$ cat src/rtl/multicycle_ctrl_fsm.sv
// ---------------------------------------------------------------------------
// multicycle_ctrl_fsm
//   Main control unit of the multicycle RISC core. Sequences fetch, decode,
//   execute, memory and writeback over several cycles, drives the register
//   write enables and the select lines of the shared datapath muxes, and runs
//   the ready/timeout handshake with the unified memory port.
//
// Parameters
//   MEM_TIMEOUT  max wait cycles for memReady per memory access (>=1)
//   CNT_W        width of the retired-instruction counter
//
// Optional feature (macro RETIRE_CNT_EN)
//   When defined, adds output instrRetired [CNT_W-1:0], a wrapping count of
//   completed instructions. When undefined the port and counter are absent.
//
// Ports
//   clk          in   system clock, rising edge
//   rst_n        in   synchronous reset, active-low
//   instrType    in   decoded class: 0 R-ALU,1 I-ALU,2 LW,3 SW,4 BEQ,5 JMP,
//                     6 HALT,7 illegal
//   zeroFlag     in   ALU zero result (BEQ compare)
//   memReady     in   memory completes current access this cycle
//   memRead      out  memory read request
//   memWrite     out  memory write request
//   addrSel      out  memory address: 0 PC, 1 ALUOut
//   irWrite      out  load instruction register
//   pcWrite      out  load PC
//   pcSrcSel     out  next PC: 00 PC+1, 01 branch target, 10 jump target
//   aluSrcASel   out  ALU A: 0 PC, 1 regA
//   aluSrcBSel   out  ALU B: 00 regB, 01 const 1, 10 imm, 11 branch offset
//   wbSel        out  writeback: 00 ALUOut, 01 MDR, 10 PC, 11 zero
//   regWrite     out  register file write enable
//   halted       out  core stopped
//   errCode      out  00 none, 01 illegal opcode, 10 memory timeout
//   instrRetired out  retired-instruction count (RETIRE_CNT_EN only)
// ---------------------------------------------------------------------------
module multicycle_ctrl_fsm #(
  parameter int MEM_TIMEOUT = 16,
  parameter int CNT_W       = 32
) (
  input  logic             clk,
  input  logic             rst_n,
  input  logic [2:0]       instrType,
  input  logic             zeroFlag,
  input  logic             memReady,
  output logic             memRead,
  output logic             memWrite,
  output logic             addrSel,
  output logic             irWrite,
  output logic             pcWrite,
  output logic [1:0]       pcSrcSel,
  output logic             aluSrcASel,
  output logic [1:0]       aluSrcBSel,
  output logic [1:0]       wbSel,
  output logic             regWrite,
  output logic             halted,
  output logic [1:0]       errCode
`ifdef RETIRE_CNT_EN
  ,
  output logic [CNT_W-1:0] instrRetired
`endif
);

  localparam int WAIT_W = (MEM_TIMEOUT > 1) ? $clog2(MEM_TIMEOUT) : 1;

  localparam logic [2:0] CLS_IALU = 3'd1;
  localparam logic [2:0] CLS_LW   = 3'd2;
  localparam logic [2:0] CLS_JMP  = 3'd5;

  localparam logic [1:0] ERR_NONE    = 2'b00;
  localparam logic [1:0] ERR_ILLEGAL = 2'b01;
  localparam logic [1:0] ERR_TIMEOUT = 2'b10;

  typedef enum logic [3:0] {
    S_IDLE, S_FETCH, S_DECODE, S_EXEC, S_MEMADDR,
    S_MEMRD, S_MEMWR, S_WB, S_BRANCH, S_HALT
  } state_t;

  state_t            state, state_next;
  logic [2:0]        class_q;
  logic [WAIT_W-1:0] wait_cnt;
  logic [1:0]        err_q, err_next;
  logic              mem_state;
  logic              wait_at_limit;

  assign mem_state     = (state == S_FETCH) || (state == S_MEMRD) || (state == S_MEMWR);
  assign wait_at_limit = (wait_cnt == WAIT_W'(MEM_TIMEOUT - 1));
  assign errCode       = err_q;

  // State, latched instruction class, wait counter and sticky error code.
  // The wait counter restarts whenever the state changes, so every memory
  // access gets its own full timeout budget.
  always_ff @(posedge clk) begin
    if (!rst_n) begin
      state    <= S_IDLE;
      class_q  <= 3'd0;
      wait_cnt <= '0;
      err_q    <= ERR_NONE;
    end else begin
      state <= state_next;
      err_q <= err_next;
      if (state == S_DECODE) class_q <= instrType;
      if (state_next != state) wait_cnt <= '0;
      else if (mem_state && !memReady) wait_cnt <= wait_cnt + 1'b1;
    end
  end

  // Next-state and Moore output decode. A memReady arriving in the same
  // cycle as the timeout limit completes the access rather than halting.
  always_comb begin
    state_next = state;
    err_next   = err_q;
    memRead    = 1'b0;
    memWrite   = 1'b0;
    addrSel    = 1'b0;
    irWrite    = 1'b0;
    pcWrite    = 1'b0;
    pcSrcSel   = 2'b00;
    aluSrcASel = 1'b0;
    aluSrcBSel = 2'b00;
    wbSel      = 2'b00;
    regWrite   = 1'b0;
    halted     = 1'b0;

    case (state)
      S_IDLE: state_next = S_FETCH;

      S_FETCH: begin
        memRead = 1'b1;
        if (memReady) begin
          irWrite    = 1'b1;
          pcWrite    = 1'b1;
          aluSrcBSel = 2'b01;
          state_next = S_DECODE;
        end else if (wait_at_limit) begin
          state_next = S_HALT;
          err_next   = ERR_TIMEOUT;
        end
      end

      S_DECODE: begin
        // Branch target is precomputed here so BRANCH only needs the compare.
        aluSrcBSel = 2'b11;
        case (instrType)
          3'd0, 3'd1: state_next = S_EXEC;
          3'd2, 3'd3: state_next = S_MEMADDR;
          3'd4:       state_next = S_BRANCH;
          3'd5: begin
            pcWrite    = 1'b1;
            pcSrcSel   = 2'b10;
            state_next = S_FETCH;
          end
          3'd6:       state_next = S_HALT;
          default: begin
            state_next = S_HALT;
            err_next   = ERR_ILLEGAL;
          end
        endcase
      end

      S_EXEC: begin
        aluSrcASel = 1'b1;
        aluSrcBSel = (class_q == CLS_IALU) ? 2'b10 : 2'b00;
        state_next = S_WB;
      end

      S_MEMADDR: begin
        aluSrcASel = 1'b1;
        aluSrcBSel = 2'b10;
        state_next = (class_q == CLS_LW) ? S_MEMRD : S_MEMWR;
      end

      S_MEMRD: begin
        memRead = 1'b1;
        addrSel = 1'b1;
        if (memReady) begin
          state_next = S_WB;
        end else if (wait_at_limit) begin
          state_next = S_HALT;
          err_next   = ERR_TIMEOUT;
        end
      end

      S_MEMWR: begin
        memWrite = 1'b1;
        addrSel  = 1'b1;
        if (memReady) begin
          state_next = S_FETCH;
        end else if (wait_at_limit) begin
          state_next = S_HALT;
          err_next   = ERR_TIMEOUT;
        end
      end

      S_WB: begin
        regWrite   = 1'b1;
        wbSel      = (class_q == CLS_LW) ? 2'b01 : 2'b00;
        state_next = S_FETCH;
      end

      S_BRANCH: begin
        aluSrcASel = 1'b1;
        aluSrcBSel = 2'b00;
        if (zeroFlag) begin
          pcWrite  = 1'b1;
          pcSrcSel = 2'b01;
        end
        state_next = S_FETCH;
      end

      S_HALT: halted = 1'b1;

      default: state_next = S_IDLE;
    endcase
  end

`ifdef RETIRE_CNT_EN
  logic retire;

  // An instruction retires on the cycle it leaves its final state; halts,
  // illegal opcodes and timeouts never reach one of these exits.
  always_comb begin
    retire = (state == S_WB) || (state == S_BRANCH) ||
             ((state == S_MEMWR) && memReady) ||
             ((state == S_DECODE) && (instrType == CLS_JMP));
  end

  // Retired-instruction counter, wraps naturally at 2^CNT_W.
  always_ff @(posedge clk) begin
    if (!rst_n) instrRetired <= '0;
    else if (retire) instrRetired <= instrRetired + 1'b1;
  end
`endif

endmodule

$ cat config.mk
export PLATFORM = sky130hd
export DESIGN_NAME = multicycle_ctrl_fsm
export DESIGN_NICKNAME = d
export VERILOG_FILES = /design/src/rtl/multicycle_ctrl_fsm.sv
export SDC_FILE = /design/constraint.sdc
export NUM_CORES = 1
export LEC_CHECK = 0
export BUFFER_PORTS_ARGS = -buffer_cell sky130_fd_sc_hd__clkbuf_2
export CAP_MARGIN = 20
export CORE_UTILIZATION = 50
export CTS_CLUSTER_SIZE = 40
export DETAILED_ROUTE_END_ITERATION = 7
export PLACE_DENSITY = 0.82
export SYNTH_ARGS = -nofsm -noshare
export SYNTH_HDL_FRONTEND = slang
export SYNTH_SLANG_ARGS = --single-unit
$ cat constraint.sdc
create_clock -name clk -period 4.35 [get_ports clk]
set_clock_uncertainty 0.2 [all_clocks]
set_input_delay 0.87 -clock clk [delete_from_list [all_inputs] [get_ports clk]]
set_output_delay 0.87 -clock clk [all_outputs]
set_load 0.02 [all_outputs]
==> key figures <==
Finish
  – Final net count: 153
  – Final non-filler cell area: 1090 um^2
  – Ant. Diodes: 0
  – Syn-to-layout area delta: 13.1%
  – Ratio of cells with drive above 1 in the final layout: 20.8%

GRT
  – Total GRT Usage: 26.8%
  – Grt ovf: 0
  – Largest net degree at the start of global routing: 18
  – First-pass GRT wire length: 4.08 mm
  – Number of global-route vias before repair: 927
  – Antenna violations before repair: 0

Logic synthesis
  – Syn_nets: 133
  – Area share of the leading cell type in the synthesized netlist: 27.0%
  – Yosys top cell by area: dfxtp_1
  – Sequential share of the synthesized area: 27.0%
  – Synth unique cells: 46
  – Largest cells by area after synthesis: dfxtp_1 27%, nand3_1 4.7%, a21boi_0 3.9%
  – Cells after Synth: 125
  – Warnings from Yosys: 0
  – Synthesized area: 963 um^2
  – Syn avg cell area: 7.71 um^2
  – #FFs+latches synth: 13

Clock network
  – Num CTS Buffers: 3
  – Clk pin slew, worst setup/hold paths: 0.08 ns
  – CTS tree: yes
  – Post CTS Setup Buffer Count: 0
  – Latest clock arrival within the worst-skew pair: 0.28 ns
  – Max Buffers Root-to-Sink: 2
  – # hold bufs at CTS: 0
  – Post-CTS Resized: 0
  – H-Tree Depth: 1
  – Clock sinks: 13
  – CTS Root Cell: clkbuf_4

STA
  – Worst Max-Slew Pin Slew: 0.665 ns
  – Setup-failing EPs final: 0
  – Slew Viols, Final: 0
  – RSZ-0062 raised after global routing: no
  – Setup TNS: 0 ns
  – Crit path time final: 3.06 ns
  – Hold Vio Cnt, Final: 0
  – Slew margin rel.: 55.6%
  – Max Clk Rate: 0.327 GHz
  – Fin crit share: 70.3%

Floorplanning
  – Full die area: 2110 um^2
  – Initial Utilization: 54.6%
  – Die Y: 45.9 um
  – # IOs: 23
  – # rows: 15
  – Core Region: 1760 um^2
  – Die W: 45.9 um

Setup path
  – Crit path DAT: 1.99 ns
  – CP delay by family, top: simple AND/OR/NAND/NOR gates
  – Worst setup SP type: register
  – Worst-path maximum fanout: 17
  – WP buf/inv: 2
  – CP Class: reg2out
  – Slowest cell on the critical path: dfxtp_1
  – CP max stage delay: 0.71 ns
  – CP Cell Sequence: nor3b_1 -> nand3_1 -> inv_1 -> or3_1 -> clkbuf_2
  – Crit end category: output pin
  – CP required: 3.28 ns

Drt
  – DRC viols: 0
  – Initial DRT Pass Iterations: 4
  – Number of vias per cell: 6.12
  – Initial DRC Count: 31
  – Final ANT Viol Nets: 0
  – Wirelength per Cell: 14.4 um
  – Vias post-DR: 1,034
  – Overall routed net length: 2.43 mm

Power
  – Leakage power: 0.436 nW
  – Sw Ratio: 42.7%
  – Flop pwr share: 40.1%
  – Pwr/cell area: 356 nW/um^2
  – Clock power frac: 20.2%
  – Maximum vdd ir drop: 0.000246 V
  – Psw: 0.000166 W
  – Cell internal pwr: 0.000223 W
  – Part of the power in combinational logic: 39.8%

Place
  – # port buffers: 21
  – Gpl congestion: 0.842
  – Placed cell areas: 1060 um^2
  – Dpl hpwl: 1.71 mm

Run
  – Max Cap Violations: 0

Status
  – Status: finished, final reports clean

Worst hold path
  – HP Class: reg2reg
-- cells in the final DEF (no fill, tap or decap), types with 2 or more instances in the layout --
cell type,instances
inv_1,6
nor2_1,6
o21a_1,2
a2111o_1,2
dfxtp_1,13
clkbuf_4,3
xor2_1,3
nand4_1,3
a21boi_0,5
nand3_1,9
o31ai_1,3
o21ai_0,7
nand2b_1,4
nor3_1,6
a31oi_1,4
nor3b_1,2
a21oi_1,5
clkbuf_2,21
nand2_1,10
nor2b_1,3
and2_1,2
-- logic make-up after synthesis --
group                    synth area share (%)
AND/OR/NAND/NOR                          33.2
buffers and inverters                    6.10
adder cells (fa/ha/maj)                  1.30
multiplexers                             1.04
other                                   0.389
XOR/XNOR                                 3.64
AO/OA/AOI/OAI                            27.3
flip-flops                               27.0
-- final cells by class --
| cell class | count | area (um^2) |
|---|---|---|
| clock buffers | 4 | 26.3 |
| fillers | 178 | 674 |
| inverters | 6 | 22.5 |
| multi-input cells | 100 | 644 |
| flip-flops and latches | 13 | 260 |
| well taps | 25 | 31.3 |
| repair buffers | 21 | 105 |
-- cells in the mapped netlist (all sizes together) --
| master | count |
|---|---|
| and2b | 2 |
| ha | 1 |
| mux2i | 1 |
| nand3b | 1 |
| a21o | 1 |
| nor2b | 3 |
| a31oi | 4 |
| o211a | 1 |
| a21oi | 5 |
| o31a | 1 |
| o21a | 2 |
| nand2 | 11 |
| o22ai | 1 |
| and3 | 1 |
| a311oi | 1 |
| and4bb | 1 |
| nor3b | 2 |
| o31ai | 3 |
| inv | 6 |
| o311a | 1 |
| clkbuf | 1 |
| xor2 | 3 |
| a21boi | 5 |
| nor3 | 7 |
| nor2 | 7 |
| conb | 1 |
| and2 | 2 |
| or3b | 2 |
| nand3 | 9 |
| or3 | 1 |
| dfxtp | 13 |
| a32oi | 1 |
| nand4 | 3 |
| o21ai | 7 |
| a211oi | 2 |
| buf | 5 |
| xnor2 | 1 |
| nand2b | 4 |
| a2111o | 2 |
-- metrics by stage --
step	hold WS (ns)	power [W]	util (%)	instances	setup slack (ns)
6_report	0.285	0.000388	61.8	169	1.29
3_3_place_gp	0.262	0.000303	60.3	165	1.56
4_1_cts	0.296	0.000385	61.8	169	1.33
2_1_floorplan	0.247	0.000270	-	125	1.43
3_5_place_dp	0.281	0.000309	60.3	165	1.52
5_1_grt	0.324	0.000412	61.8	169	1.16
-- flip-flops by register name (all words and copies together), names as in the netlist --
name / cells
state: 4
class_q: 3
wait_cnt: 4
errCode: 2
-- power groups by stage --
| stage | clock [W] | sequential, W | combinational, W |
|---|---|---|---|
| 6_report | 0.0000783 | 0.000155 | 0.000154 |
| 5_1_grt | 0.0000845 | 0.000158 | 0.000169 |
| 4_1_cts | 0.0000784 | 0.000155 | 0.000153 |
| 3_5_place_dp | 0 | 0.000157 | 0.000152 |
| 3_3_place_gp | 0 | 0.000156 | 0.000148 |
| 2_1_floorplan | 0 | 0.000143 | 0.000127 |
-- path summary, 6_finish.rpt --
kind,from,to,slack [ns],depth (start not counted)
setup / recovery,state[0],pcWrite,1.29,5
hold / removal,class_q[0],class_q[0],0.29,2
setup reg to reg,state[2],wait_cnt[0],2.02,5
hold reg to reg,class_q[0],class_q[0],0.29,2
-- worst min-delay path, stage by stage (launching register included) --
cell,delay [ns]
dfxtp_1,0.32
nand2_1,0.05
a21boi_0,0.07
-- per-layer routing --
layer  GRT usage [%]  routed length, um  vias to the layer above
met5               0                  0                        -
li1                -                  -                      501
met1            34.9               1090                      476
met4            13.5                 53                        0
met3            3.97                155                        7
met2            42.5               1130                       50
No activity file was read; power rests on OpenSTA's default activity.
